$ cat config.mk
export PLATFORM = sky130hd
export DESIGN_NAME = multiword_add_sequencer
export DESIGN_NICKNAME = d
export VERILOG_FILES = /design/src/rtl/multiword_add_sequencer_pkg.sv /design/src/rtl/multiword_add_sequencer_adder.sv /design/src/rtl/multiword_add_sequencer.sv
export SDC_FILE = /design/constraint.sdc
export NUM_CORES = 1
export LEC_CHECK = 0
export CAP_MARGIN = 15
export CORE_UTILIZATION = 33
export DETAILED_ROUTE_END_ITERATION = 8
export PLACE_DENSITY = 0.59
export SLEW_MARGIN = 15
export SYNTH_ARGS = -nofsm -noshare
export SYNTH_HDL_FRONTEND = slang
export SYNTH_SLANG_ARGS = --single-unit
$ cat constraint.sdc
create_clock -name clk -period 7.6 [get_ports clk]
set_clock_uncertainty 0.1 [all_clocks]
set_input_delay 0.76 -clock clk [delete_from_list [all_inputs] [get_ports clk]]
set_output_delay 0.76 -clock clk [all_outputs]
set_load 0.05 [all_outputs]
$ cat src/rtl/multiword_add_sequencer_pkg.sv
// Shared definitions for the multi-word add/subtract sequencer.
package multiword_add_sequencer_pkg;

    localparam int DEF_NUMBITS = 16;
    localparam int DEF_WORDS   = 4;

    typedef enum logic [1:0] {
        ST_IDLE = 2'd0,
        ST_RUN  = 2'd1,
        ST_DONE = 2'd2
    } seq_state_t;

endpackage

$ cat src/rtl/multiword_add_sequencer_adder.sv
// One-word ripple-carry adder shared by every word step of the sequencer.
module ripple_carry_adder #(
    parameter int NUMBITS = 16
) (
    input  logic [NUMBITS-1:0] i_a,
    input  logic [NUMBITS-1:0] i_b,
    input  logic               i_cin,
    output logic [NUMBITS-1:0] o_sum,
    output logic               o_cout
);

    logic [NUMBITS:0] w_c;

    // Bitwise full adders; the carry ripples from bit 0 upward.
    always_comb begin
        w_c    = '0;
        o_sum  = '0;
        w_c[0] = i_cin;
        for (int i = 0; i < NUMBITS; i++) begin
            o_sum[i]  = i_a[i] ^ i_b[i] ^ w_c[i];
            w_c[i+1]  = (i_a[i] & i_b[i]) | (w_c[i] & (i_a[i] ^ i_b[i]));
        end
    end

    assign o_cout = w_c[NUMBITS];

endmodule

$ cat src/rtl/multiword_add_sequencer.sv
// Wide add/subtract done one word per cycle, LSW first, over a single
// NUMBITS-wide adder with the carry held in a register between words.
module multiword_add_sequencer
    import multiword_add_sequencer_pkg::*;
#(
    parameter int NUMBITS = DEF_NUMBITS,
    parameter int WORDS   = DEF_WORDS
) (
    input  logic                     clk,
    input  logic                     rst_n,
    input  logic                     in_valid,
    output logic                     in_ready,
    input  logic [NUMBITS*WORDS-1:0] a,
    input  logic [NUMBITS*WORDS-1:0] b,
    input  logic                     carryin,
    input  logic                     sub,
    output logic                     out_valid,
    input  logic                     out_ready,
    output logic [NUMBITS*WORDS-1:0] sum,
    output logic                     carryout,
    output logic                     busy
);

    localparam int IDXW = (WORDS > 1) ? $clog2(WORDS) : 1;
    localparam logic [IDXW-1:0] LAST_IDX = IDXW'(WORDS - 1);

    seq_state_t r_state, w_state_nxt;

    logic [WORDS-1:0][NUMBITS-1:0] r_a, r_b, r_sum;
    logic [IDXW-1:0]               r_idx;
    logic                          r_carry;
    logic                          r_sub;
    logic                          r_carryout;

    logic [NUMBITS-1:0] w_b_word;
    logic [NUMBITS-1:0] w_sum_word;
    logic               w_cout;
    logic               w_last;

    // Subtraction is A + ~B + 1; the +1 comes from the preset carry.
    assign w_b_word = r_sub ? ~r_b[r_idx] : r_b[r_idx];
    assign w_last   = (r_idx == LAST_IDX);

    ripple_carry_adder #(.NUMBITS(NUMBITS)) u_adder (
        .i_a    (r_a[r_idx]),
        .i_b    (w_b_word),
        .i_cin  (r_carry),
        .o_sum  (w_sum_word),
        .o_cout (w_cout)
    );

    // State register.
    always_ff @(posedge clk or negedge rst_n) begin
        if (!rst_n) r_state <= ST_IDLE;
        else        r_state <= w_state_nxt;
    end

    // Next-state logic and handshake outputs, all decoded from state.
    always_comb begin
        w_state_nxt = r_state;
        in_ready    = 1'b0;
        out_valid   = 1'b0;
        busy        = 1'b1;
        unique case (r_state)
            ST_IDLE: begin
                in_ready = 1'b1;
                busy     = 1'b0;
                if (in_valid) w_state_nxt = ST_RUN;
            end
            ST_RUN: begin
                if (w_last) w_state_nxt = ST_DONE;
            end
            ST_DONE: begin
                out_valid = 1'b1;
                if (out_ready) w_state_nxt = ST_IDLE;
            end
            default: begin
                w_state_nxt = ST_IDLE;
                busy        = 1'b0;
            end
        endcase
    end

    // Operand capture, per-word result write-back and carry chaining.
    always_ff @(posedge clk or negedge rst_n) begin
        if (!rst_n) begin
            r_a        <= '0;
            r_b        <= '0;
            r_sub      <= 1'b0;
            r_idx      <= '0;
            r_carry    <= 1'b0;
            r_sum      <= '0;
            r_carryout <= 1'b0;
        end else begin
            if (r_state == ST_IDLE && in_valid) begin
                r_a     <= a;
                r_b     <= b;
                r_sub   <= sub;
                r_carry <= sub ? 1'b1 : carryin;
                r_idx   <= '0;
            end else if (r_state == ST_RUN) begin
                r_sum[r_idx] <= w_sum_word;
                r_carry      <= w_cout;
                if (w_last) r_carryout <= w_cout;
                else        r_idx      <= r_idx + IDXW'(1);
            end
        end
    end

    assign sum      = r_sum;
    assign carryout = r_carryout;

endmodule

==> impl_results.md <==
* Hold Crit Class: in2async
* Setup TNS at 0 ns
* Drt first-iter violations at 313
* Crit-path cells: mux4_2 > xnor2_1 > fa_1 > inv_1 > fa_1 > inv_1 > fa_1 > fa_2 > fa_1 > fa_1 > fa_2 > fa_2 > fa_2 > fa_2 > fa_2 > fa_2 > fa_2 > fa_2 > fa_1 > inv_1 > fa_1 > mux2_2
* Antenna-violating nets left at 0
* Worst endpoint required time at 7.82 ns
* Final min period at 7.40 ns
* Final setup fails at 0
* FILL cells at 2350
* Largest stage delay on the critical path at 0.51 ns
* GRT Total Usage at 0.164
* Vias at 5265
* WL final at 21100 um
* Die area at 27200 um^2
* Endpoint type of the worst setup path: flop
* Placeable Area at 26100 um^2
* Routability cong. at 0.719
* CP bufs+invs at 3
* Final Hold Viols at 0
* Clock tree buffer depth at 2
* Number of synthesized flops with an enable pin at 0
* Site row count at 59
* Fraction of registers with async set/reset at 1.00
* I/O Buffers at 201
* Count leader, synth: dfrtp_1
* Layout cell share with drive strength beyond 1 at 0.266
* Worst hold margin at 0.299 ns
* Worst setup margin at around 0.2 ns
* Clk sinks at around 200
* 1st-pass router iterations at 4
* Max-cap violations at 0
* Largest net degree at the start of global routing at 120
* Clock latency on the worst-skew pair at 0.43 ns
* Crit share post-route at 0.973
* Root Buffer: clkbuf_16
* First-pass GRT wire length at 32600 um
* Synth Instances at 600
* Worst slack, placed at approximately 0.047 ns
* Pins Over Slew Limit at 0
* Area occupied by multi-input gates at 3500 um^2
* Critical Setup Path Class: reg2reg
* Clock slew at reported path FFs at 0.08 ns
* Area Growth Syn to Fin at 33.6%
* Drt drc at 0
* CTS tree: built
* Unrepaired setup endpoints after global routing: false
* Seq/Total Area, Yosys at 0.569
* Reg area at 4980 um^2
* N_diodes at 0
* Routed len/inst at 18.6 um
* CP delay by family, top: adder cells
* Post-CTS setup buffers at 0
* Starting Density at 0.336
* Final #Nets at 948
* Post-Syn Area at 8750 um^2
* Grt ovf at 0
* Max FO, Critical Path at 4
* Die height at ~160 um
* Synth cell types at 24
* Ys flop type: dfrtp_1
* CP most frequent cell: fa_2
* Top post-synthesis cells by area: dfrtp_1 (57%), mux2_2 (18%), mux4_2 (5.7%), fa_1 (3.7%), o21ai_0 (3.2%)
* Post-DR vias/cell at 4.62
* Avg Cell Area, Syn at 14.6 um^2
* TritonCTS Buffers at 17
* Worst-Margin Slew at 1.04 ns
* Mapped Nets at ~760
* Initial antenna violation count at 1
* Vias in the first global route at 5540
* Slowest CP cell: mux4_2
* Rel. slew slack at 0.307
* Synth top area share at 0.569
* Depth of the CTS H-tree at 4
* Width of the die at 165 um
* Worst EP arrival at between 7 and 8 ns
* Cell type with the largest total area after synthesis: dfrtp_1
* I/O pin total at 202
* Post-synth top cells: dfrtp_1 (199), mux2_2 (139), nand2_1 (61)
* Outcome: finished, final reports clean
* Dpl hpwl at 15500 um
* Flops & latches, synth at slightly below 200
* Warnings from Yosys at 0
* Maximum clock rate at 135 MHz
* Startpoint Class: flop
[placed cells by master, fill, tap and decap left out, types with 7 or more instances in the layout]
cell type        instances
clkdlybuf4s50_1        200
dfrtp_1                197
mux2_2                 139
nand2_1                 60
o21ai_0                 56
inv_1                   23
mux4_2                  22
clkbuf_16               17
xnor2_1                 15
mux4_1                  10
fa_2                     9
fa_1                     7
ha_1                     7
buf_4                    7
[worst reg2reg max path, delay by kind of cell, from the launching register on]
family                     cells  cell delay [ns]
muxes                          2             0.80
buffers and inverters          3             0.19
xor gates and xnor gates       1             0.16
DFF                            1             0.37
adders and majority gates     16             5.67
[final cells by class]
cell class / instances / share of cell area
clock buffer: 17 / 0.0364
clock inverter: 15 / 0.0157
inverter: 23 / 0.00739
multi-input combinational: 341 / 0.300
sequential: 199 / 0.426
tap: 335 / 0.0359
timing repair buffer: 209 / 0.179
[per-stage QoR]
step	cell area (um^2)	utilization	instances
after global placement	11100	0.425	1107
after CTS	11700	0.448	1139
after floorplan	8770	-	600
after detailed placement	11100	0.425	1107
final	11700	0.449	1139
after global routing	11700	0.449	1139
[kinds of logic after synthesis]
| logic type | count (synthesis) | share of synthesized area |
|---|---|---|
| DFF | 199 | 0.569 |
| AOI/OAI and AO/OA | 61 | 0.0352 |
| adders and majority gates | 23 | 0.0466 |
| buffers and inverters | 60 | 0.0342 |
| and+or+nand+nor | 67 | 0.0303 |
| xor gates and xnor gates | 17 | 0.0170 |
| muxes | 173 | 0.268 |
[path summary, 6_finish.rpt]
check	start	slack, ns	to	depth (start not counted)
min in group clk	sum[20]	0.38	sum[20]	2
worst max register to register	r_idx[0]	0.20	sum[31]	22
worst min register to register	sum[20]	0.38	sum[20]	2
worst min-delay path	rst_n	0.30	sum[39]	1
max in group asynchronous	rst_n	5.44	r_a[11]	2
worst max-delay path	r_idx[0]	0.20	sum[31]	22
[what timing repair did]
item | 4_1_cts | 5_1_grt
endpoints found under the setup margin | 0 | 4
resized for setup | 0 | 4
hold buffers | 0 | 0
[registers in the layout (all words and copies together) (netlist names)]
name,cells
carryout,1
r_state,2
r_idx,2
sum,64
r_sub,1
r_b,64
r_a,64
r_carry,1
[layer usage]
| layer | part of all wire | global-route usage |
|---|---|---|
| met5 | 0.00062 | 0 |
| met4 | 0.011 | 0.0430 |
| met3 | 0.044 | 0.0412 |
| met2 | 0.50 | 0.269 |
| met1 | 0.45 | 0.215 |
Power is left out: the tool's default activity adds up to more than one toggle a clock period on the data nets, which glitch-free logic cannot reach.
